<file path="src/rtl/mips32_boot_pkg.sv">
// Shared types and helpers for the MIPS32 boot loader.
// Holds the loader FSM states and the frame word-count rule.
package mips32_boot_pkg;

  typedef enum logic [2:0] {
    ST_IDLE,
    ST_COUNT,
    ST_DATA,
    ST_CHECK,
    ST_START
  } state_t;

  localparam logic [7:0] HDR_BYTE_DEF = 8'hA5;

  // A COUNT byte of zero encodes a full 256-word frame.
  function automatic logic [8:0] frame_words(input logic [7:0] cnt);
    return (cnt == 8'd0) ? 9'd256 : {1'b0, cnt};
  endfunction

endpackage

</file>
<file path="src/rtl/mips32_word_assembler.sv">
// Big-endian byte-to-word assembler for the boot loader.
// o_word_ready pulses combinationally with the 4th byte of a word.
module mips32_word_assembler (
  input  logic        clk,
  input  logic        rst,
  input  logic        i_clr,
  input  logic        i_en,
  input  logic [7:0]  i_byte,
  output logic [31:0] o_word,
  output logic        o_word_ready
);

  logic [23:0] r_shift;
  logic [1:0]  r_idx;

  always_ff @(posedge clk or posedge rst) begin
    if (rst) begin
      r_shift <= '0;
      r_idx   <= '0;
    end else if (i_clr) begin
      r_shift <= '0;
      r_idx   <= '0;
    end else if (i_en) begin
      r_shift <= {r_shift[15:0], i_byte};
      r_idx   <= r_idx + 2'd1;
    end
  end

  assign o_word       = {r_shift, i_byte};
  assign o_word_ready = i_en && (r_idx == 2'd3);

endmodule

</file>
<file path="src/rtl/mips32_boot_loader.sv">
// Framed byte-stream program loader for the MIPS32 core.
// Writes words from address 0, then releases the core on a good checksum.
module mips32_boot_loader
  import mips32_boot_pkg::*;
#(
  parameter int         ADDR_W   = 10,
  parameter logic [7:0] HDR_BYTE = HDR_BYTE_DEF
) (
  input  logic              clk1,
  input  logic              rst,
  input  logic [7:0]        rx_data,
  input  logic              rx_valid,
  output logic              rx_ready,
  output logic              mem_we,
  output logic [ADDR_W-1:0] mem_addr,
  output logic [31:0]       mem_wdata,
  output logic              cpu_halt,
  output logic              cpu_start,
  output logic              load_done,
  output logic              load_err
);

  state_t              r_state;
  state_t              w_next;
  logic [8:0]          r_left;
  logic [7:0]          r_chk;
  logic [ADDR_W-1:0]   r_addr;
  logic                w_xfer;
  logic                w_hdr;
  logic                w_en;
  logic                w_match;
  logic [31:0]         w_word;
  logic                w_word_ready;

  assign rx_ready  = (r_state != ST_START);
  assign cpu_start = (r_state == ST_START);
  assign w_xfer    = rx_valid && rx_ready;
  assign w_hdr     = w_xfer && (r_state == ST_IDLE) && (rx_data == HDR_BYTE);
  assign w_en      = w_xfer && (r_state == ST_DATA);
  assign w_match   = (rx_data == r_chk);

  mips32_word_assembler u_asm (
    .clk          (clk1),
    .rst          (rst),
    .i_clr        (w_hdr),
    .i_en         (w_en),
    .i_byte       (rx_data),
    .o_word       (w_word),
    .o_word_ready (w_word_ready)
  );

  always_ff @(posedge clk1 or posedge rst) begin
    if (rst) r_state <= ST_IDLE;
    else     r_state <= w_next;
  end

  always_comb begin
    w_next = r_state;
    unique case (r_state)
      ST_IDLE:  if (w_hdr) w_next = ST_COUNT;
      ST_COUNT: if (w_xfer) w_next = ST_DATA;
      ST_DATA:  if (w_word_ready && r_left == 9'd1) w_next = ST_CHECK;
      ST_CHECK: if (w_xfer) w_next = w_match ? ST_START : ST_IDLE;
      ST_START: w_next = ST_IDLE;
      default:  w_next = ST_IDLE;
    endcase
  end

  always_ff @(posedge clk1 or posedge rst) begin
    if (rst) begin
      r_left    <= '0;
      r_chk     <= '0;
      r_addr    <= '0;
      mem_we    <= 1'b0;
      mem_addr  <= '0;
      mem_wdata <= '0;
      cpu_halt  <= 1'b1;
      load_done <= 1'b0;
      load_err  <= 1'b0;
    end else begin
      mem_we <= 1'b0;
      if (w_hdr) begin
        cpu_halt  <= 1'b1;
        load_done <= 1'b0;
        load_err  <= 1'b0;
        r_addr    <= '0;
        r_chk     <= '0;
        r_left    <= '0;
      end
      if (w_xfer && r_state == ST_COUNT) begin
        r_left <= frame_words(rx_data);
        r_chk  <= rx_data;
      end
      if (w_en) r_chk <= r_chk ^ rx_data;
      if (w_word_ready) begin
        mem_we    <= 1'b1;
        mem_addr  <= r_addr;
        mem_wdata <= w_word;
        r_addr    <= r_addr + 1'b1;
        r_left    <= r_left - 9'd1;
      end
      // A bad frame leaves the core halted; written words stay in memory.
      if (w_xfer && r_state == ST_CHECK) begin
        if (w_match) begin
          load_done <= 1'b1;
          cpu_halt  <= 1'b0;
        end else begin
          load_err  <= 1'b1;
        end
      end
    end
  end

endmodule

</file>
<file path="config.mk">
export PLATFORM = sky130hd
export DESIGN_NAME = mips32_boot_loader
export DESIGN_NICKNAME = d
export VERILOG_FILES = /design/src/rtl/mips32_boot_pkg.sv /design/src/rtl/mips32_word_assembler.sv /design/src/rtl/mips32_boot_loader.sv
export SDC_FILE = /design/constraint.sdc
export NUM_CORES = 1
export LEC_CHECK = 0
export CAP_MARGIN = 20
export CORE_MARGIN = 5
export CORE_UTILIZATION = 35
export DETAILED_ROUTE_END_ITERATION = 8
export SYNTH_ARGS = -nofsm -noshare
export SYNTH_HDL_FRONTEND = slang
export SYNTH_SLANG_ARGS = --single-unit
</file>
<file path="constraint.sdc">
create_clock -name clk1 -period 3.6 [get_ports clk1]
set_input_delay 0.54 -clock clk1 [delete_from_list [all_inputs] [get_ports clk1]]
set_output_delay 0.54 -clock clk1 [all_outputs]
set_load 0.05 [all_outputs]
</file>
==> results of run 1 <==
## cell families (layout without fill, tap and decap cells)
logic type               count (synthesis)  in the layout  share of synthesized area
multiplexers                             2              2                    0.00441
AO/OA/AOI/OAI                           73             73                      0.101
flip-flops                             102            102                      0.562
XOR/XNOR                                12             12                     0.0231
AND/OR/NAND/NOR                        275            275                      0.259
adder cells (fa/ha/maj)                  4              4                     0.0110
buffers and inverters                   42             95                     0.0388
## where the power goes
group | leakage (nW) | total [mW] | switching [mW] | internal, mW
combinational | 1.12 | 1.63 | 1.04 | 0.590
sequential | 1.35 | 1.81 | 0.286 | 1.52
clock | 0.141 | 0.963 | 0.464 | 0.499
total | 2.61 | 4.40 | 1.79 | 2.61
## metal layers
layer,up-vias,GRT usage,wire (µm)
met1,1772,0.217,5240
li1,1793,-,-
met4,0,0.0452,138
met2,81,0.243,5210
met3,9,0.0318,469
met5,-,0,0
## worst min-delay path: cells and delay by family, from the launching register on
kind,cells,cell delay [ps]
simple gates,2,100
flops,1,340
## how the worst max path moves through the flow
| stage | end |
|---|---|
| floorplan | load_done$_DFF_PP0_ |
| global placement | r_left[1]$_DFFE_PP0P_ |
| detailed placement | r_left[0]$_DFFE_PP0P_ |
| CTS | r_left[0]$_DFFE_PP0P_ |
| global route | r_left[1]$_DFFE_PP0P_ |
| finish | r_left[1]$_DFFE_PP0P_ |
## sequential cells by signal, indices dropped and copies added (netlist names)
signal and cells:
mem_wdata 32, u_asm.r_shift 24, mem_addr 10, r_addr 10, r_left 9, r_chk 8
r_state 3, u_asm.r_idx 2, cpu_halt 1, load_done 1, load_err 1, mem_we 1
## Yosys cell counts (2+ instances only)
cell,n
dfrtp_1,101
buf_1,7
o22a_1,3
or4_1,3
o21ai_1,3
nand2_1,211
o211ai_1,4
nand3_1,15
mux2i_1,2
a21oi_1,28
nor4_1,4
buf_2,9
nor2b_1,2
nand2b_1,3
ha_1,4
nand4b_1,2
clkbuf_1,20
nand4bb_1,2
a21o_1,4
xnor2_1,9
nand4_1,9
o21ai_0,13
o2111ai_1,9
inv_1,4
or2_2,2
nor2_1,9
nor3_1,7
nor3b_1,2
xor2_1,3
nor4bb_1,2
## area by class of cell
cell class	count	area [µm²]	area share
clock buffers	10	239	0.0424
clock inverters	6	53.8	0.00955
inverters	5	21.3	0.00378
multi-input cells	366	1840	0.326
flip-flops and latches	102	2550	0.453
well taps	172	215	0.0382
repair buffers	74	713	0.127
## through the flow
stage	cell area, µm²	power, mW	setup WS, ps	std cells
after floorplan	4540	2.93	386	510
after global placement	5340	3.44	531	719
after detailed placement	5340	3.48	475	719
after CTS	5630	4.45	846	735
after global routing	5630	4.68	737	735
final	5630	4.40	843	735
==> results.md, run 1 <==
- Overall die area: approximately 15000 µm²
- Final net count: about 570
- Congestion Overflow GR: 0
- First-pass GRT wire length: 18.7 mm
- Area growth syn-to-layout: 24.0%
- Final period util: 0.766
- CTS buffer count: 9
- Core area: 12700 µm²
- Worst Path Buf+Inv: 2
- Crit. path cell count: 6
- Synth Warn #: 0
- VDD IR max: 0.279 mV
- Gr usage total: 0.155
- Largest net degree at the start of global routing: 77
- Cell area after synthesis: 4540 µm²
- Register area share after synthesis: 0.562
- Via/cell ratio: 4.97
- Max incr delay on CP: 730 ps
- Post-synthesis instance total: 510
- Pins over their slew limit: 0
- CP delay by family, top: simple AND/OR/NAND/NOR gates
- CTS H-tree lvls: 3
- Final setup fails: 0
- Final core utilization: 0.444
- Final ANT Viol Nets: 0
- Worst-Skew Late Latency: 350 ps
- WL final: 11.1 mm
- Max-cap violations: 0
- Origin of the worst min-delay path: mem_wdata[25]$_DFFE_PP0P_
- Ranking of synthesized cells by area: dfrtp_1 (56%), nand2_1 (17%), a21oi_1 (3.1%)
- Vias in the first global route: 3616
- Reg-to-reg setup timing slack: 1300 ps
- Critical Path AT: between 2000 and 3000 ps
- Initial antenna violation count: 0
- Worst-path maximum fanout: 16
- Flop and latch count out of synthesis: 102
- Worst-Margin Slew: 950 ps
- WS Path Type: input port to register
- WHS Endpoint: mem_wdata[25]$_DFFE_PP0P_
- CTS root buf: clkbuf_16
- Synth unique cells: 44
- Clock tree buffer depth: 2
- Ant diodes: 0
- IO Port Bufs: 58
- Crit. End Element: register
- Worst R2R Start: r_state[2]$_DFFE_PP0P_
- Clock sinks: 102
- Dominant synthesized flop cell: dfrtp_1
- Starting Density: 0.358
- # fillers: 1253
- Fin crit period: ~2800 ps
- Vias: 3655
- Layout cells sized above 1: 0.0710
- Critical Path Start Type: input port
- Drt pass-1 iters: 4
- HP Class: register to register
- TritonCTS clock tree: built
- Final TNS setup: 0 ps
- Detailed Place HPWL: roughly 7.3 mm
- Crit path from: rx_data[1]
- Area leader, netlist: dfrtp_1
- Most common cell after layout, fill and taps aside: nand2_1
- Hold Buf Count CTS: 0
- Critical Path, Cell by Cell: clkdlybuf4s50_1 > or4_4 > or4_1 > buf_4 > nand2_1 > o221ai_1
- # rows: 41
- R2r endpoint: r_left[1]$_DFFE_PP0P_
- Avg Synthesized Cell Area: 8.91 µm²
- Status: finished clean
- Static leakage: ~2.6 nW
- Fmax: 363 MHz
- Final count of hold timing violations: 0
- Die height: 124 µm
- RSZ-0062 raised after global routing: no
- Routed len/inst: 15.0 µm
- DRT iter0 DRCs: 331
- IO Pins: ~60
- Critical path's slowest cell: or4_1
- Hold depth: 2
- Clk slew on worst S/H paths: roughly 70 ps
- Power per cell area: between 700 and 800 nW/µm²
- Post-synth EDFFs: 0
- Async S/R FF share, synth: 1.00
- PostCTS Resize Cnt: 0
- R2R cell count: 5
- Share of the synthesized area in the top cell type: 0.556
- Number of remaining DRC errors: 0
- Mapped Nets: 525
- Most frequent cells in the layout: nand2_1 (210), dfrtp_1 (101), clkdlybuf4s50_1 (58)
- Hold slack: 472 ps
- GPL Wtd Cong: 0.869
- DIE WIDTH: between 100 and 150 µm
- # Post-CTS Setup Buffers: 0
- Slew Limit Headroom: 0.366
- Clock skew: 11.3 ps
- Worst EP required: 3810 ps
Power figures use the tool's default switching activity.
==> inputs of run 2 (changes only) <==
- clock period: 3.6 -> 2.65 ns (I/O delays scaled with it)
==> results.md, run 2 (synthesis results as in run 1) <==
- Status: finished clean
- Final count of hold timing violations: 0 (unchanged)
- DRT iter0 DRCs: 251 (-24%)
- HP Class: register to register
- Detailed Place HPWL: 7.57 mm (+3.6%)
- Final net count: 584 (+1.9%)
- Origin of the worst min-delay path: u_asm.r_shift[16]$_DFFE_PP0P_
- Worst-path maximum fanout: 10 (-6)
- Congestion Overflow GR: 0 (unchanged)
- Core area: 12700 µm² (unchanged)
- DIE WIDTH: 124 µm (unchanged)
- Slew Limit Headroom: 0.544 (+0.178)
- Largest net degree at the start of global routing: 50 (-35%)
- CTS buffer count: 9 (unchanged)
- VDD IR max: 0.358 mV (+28%)
- First-pass GRT wire length: 18.0 mm (-3.7%)
- CTS root buf: clkbuf_16
- Fin crit period: 2310 ps
- Critical Path AT: 1910 ps (-1060 ps)
- Initial antenna violation count: 0 (unchanged)
- # Post-CTS Setup Buffers: 0 (unchanged)
- RSZ-0062 raised after global routing: no
- Worst-Margin Slew: 682 ps (-268 ps)
- Gr usage total: 0.150 (-0.00459)
- Worst EP required: 2250 ps (-1560 ps)
- Area growth syn-to-layout: 27.2%
- Drt pass-1 iters: 5 (+1)
- Total power: 6.05 mW (+37%)
- Fin cells: 746 (+1.5%)
- Most common cell after layout, fill and taps aside: nand2_1
- IO Pins: 59 (unchanged)
- Fmax: 434 MHz
- Largest register FFs: 32 (unchanged)
- Final period util: 0.870
- Overall die area: 15400 µm² (unchanged)
- Pins over their slew limit: 0 (unchanged)
- Ant diodes: 0 (unchanged)
- Vias: 3704 (+1.3%)
- Crit. End Element: output port
- CTS H-tree lvls: 3 (unchanged)
- Hold Buf Count CTS: 0 (unchanged)
- Worst R2R Start: r_state[2]$_DFFE_PP0P_
- Switch Pwr: 2.41 mW (+35%)
- Biggest register: mem_wdata
- # fillers: 1219 (-2.7%)
- Clock skew: 10.9 ps (-0.416 ps)
- Comb pwr share: 0.368 (-0.003)
- WS Path Type: register to output port
- Clock sinks: 102 (unchanged)
- Crit path from: r_state[0]$_DFFE_PP0P_
- Clock tree buffer depth: 2 (unchanged)
- Layout cells sized above 1: 0.0889 (+0.0178)
- Routed len/inst: 14.4 µm (-4.3%)
- Number of remaining DRC errors: 0 (unchanged)
- Static leakage: 2.69 nW (+3.0%)
- Most frequent cells in the layout: nand2_1 (210), dfrtp_1 (101), clkdlybuf4s50_1 (58)
- Die height: 124 µm (unchanged)
- Vias in the first global route: 3592 (-0.66%)
- Critical Path Start Type: register
- Placed cells: 730 (+1.5%)
- Clock network fraction of total power: 0.225 (+0.006)
- Sequential Power Share: 0.407 (-0.004)
- WL final: 10.7 mm (-2.8%)
- Clk slew on worst S/H paths: 70 ps (about the same)
- Starting Density: 0.358 (unchanged)
- Worst-Skew Late Latency: 350 ps (about the same)
- GPL Wtd Cong: 0.889 (+2.3%)
- # rows: 41 (unchanged)
- Final TNS setup: 0 ps (unchanged)
- Final ANT Viol Nets: 0 (unchanged)
- Max-cap violations: 0 (unchanged)
- Largest regs: mem_wdata x32, u_asm.r_shift x24
- Power per cell area: 1050 nW/µm² (+34%)
- Via/cell ratio: 4.97 (-0.15%)
- Internal power: 3.64 mW (+39%)
- Final setup fails: 0 (unchanged)
- PostCTS Resize Cnt: 0 (unchanged)
- Switching Share: 0.398 (-0.00869)
- IO Port Bufs: 58 (unchanged)
- TritonCTS clock tree: built
[run 2: critical path: stages (launching register included)]
cell and delay [ps]:
dfrtp_1 490, nor2_1 130, nand2_1 80, inv_1 70
clkdlybuf4s50_1 790
[run 2: final cells by class]
| cell class | count | area, µm² | share of cell area |
|---|---|---|---|
| Inverter | 5 | 22.5 | 0.00390 |
| Tap cell | 172 | 215 | 0.0372 |
| Sequential cell | 102 | 2550 | 0.442 |
| Timing Repair Buffer | 85 | 846 | 0.146 |
| Clock inverter | 7 | 80.1 | 0.0139 |
| Clock buffer | 9 | 225 | 0.0390 |
| Multi-Input combinational cell | 366 | 1840 | 0.318 |
[run 2: metal layers]
metal	wire length [µm]	share of wire	GRT usage	up-vias
met2	5000	0.47	0.234	74
met4	208	0.019	0.0582	0
met3	474	0.044	0.0291	14
li1	-	-	-	1816
met1	5060	0.47	0.208	1800
met5	0	0	0	-
[run 2: final timing paths]
path / end / slack (ps) / cells past startpoint
worst max-delay path: cpu_start / 340 / 4
worst min-delay path: mem_wdata[24]$_DFFE_PP0P_ / 470 / 2
worst max register to register: r_left[6]$_DFFE_PP0P_ / 650 / 4
worst min register to register: mem_wdata[24]$_DFFE_PP0P_ / 470 / 2
max in group asynchronous: mem_wdata[5]$_DFFE_PP0P_ / 1490 / 3
min in group asynchronous: mem_wdata[18]$_DFFE_PP0P_ / 500 / 2
[run 2: power by group through the flow]
stage               logic (mW)  registers (mW)  clock network (mW)
floorplan                0.940            3.04                   0
global placement          2.22            2.47                   0
detailed placement        2.25            2.49                   0
CTS                       2.26            2.46                1.39
global route              2.43            2.53                1.46
finish                    2.23            2.46                1.36
[run 2: stage by stage]
stage | utilization | area, µm² | hold WS (ps) | setup slack (ps)
2_1_floorplan | - | 4550 | 439 | 620
3_3_place_gp | 0.432 | 5470 | 459 | 192
3_5_place_dp | 0.432 | 5470 | 459 | 154
4_1_cts | 0.456 | 5780 | 477 | 333
5_1_grt | 0.456 | 5780 | 492 | 211
6_report | 0.456 | 5780 | 472 | 345
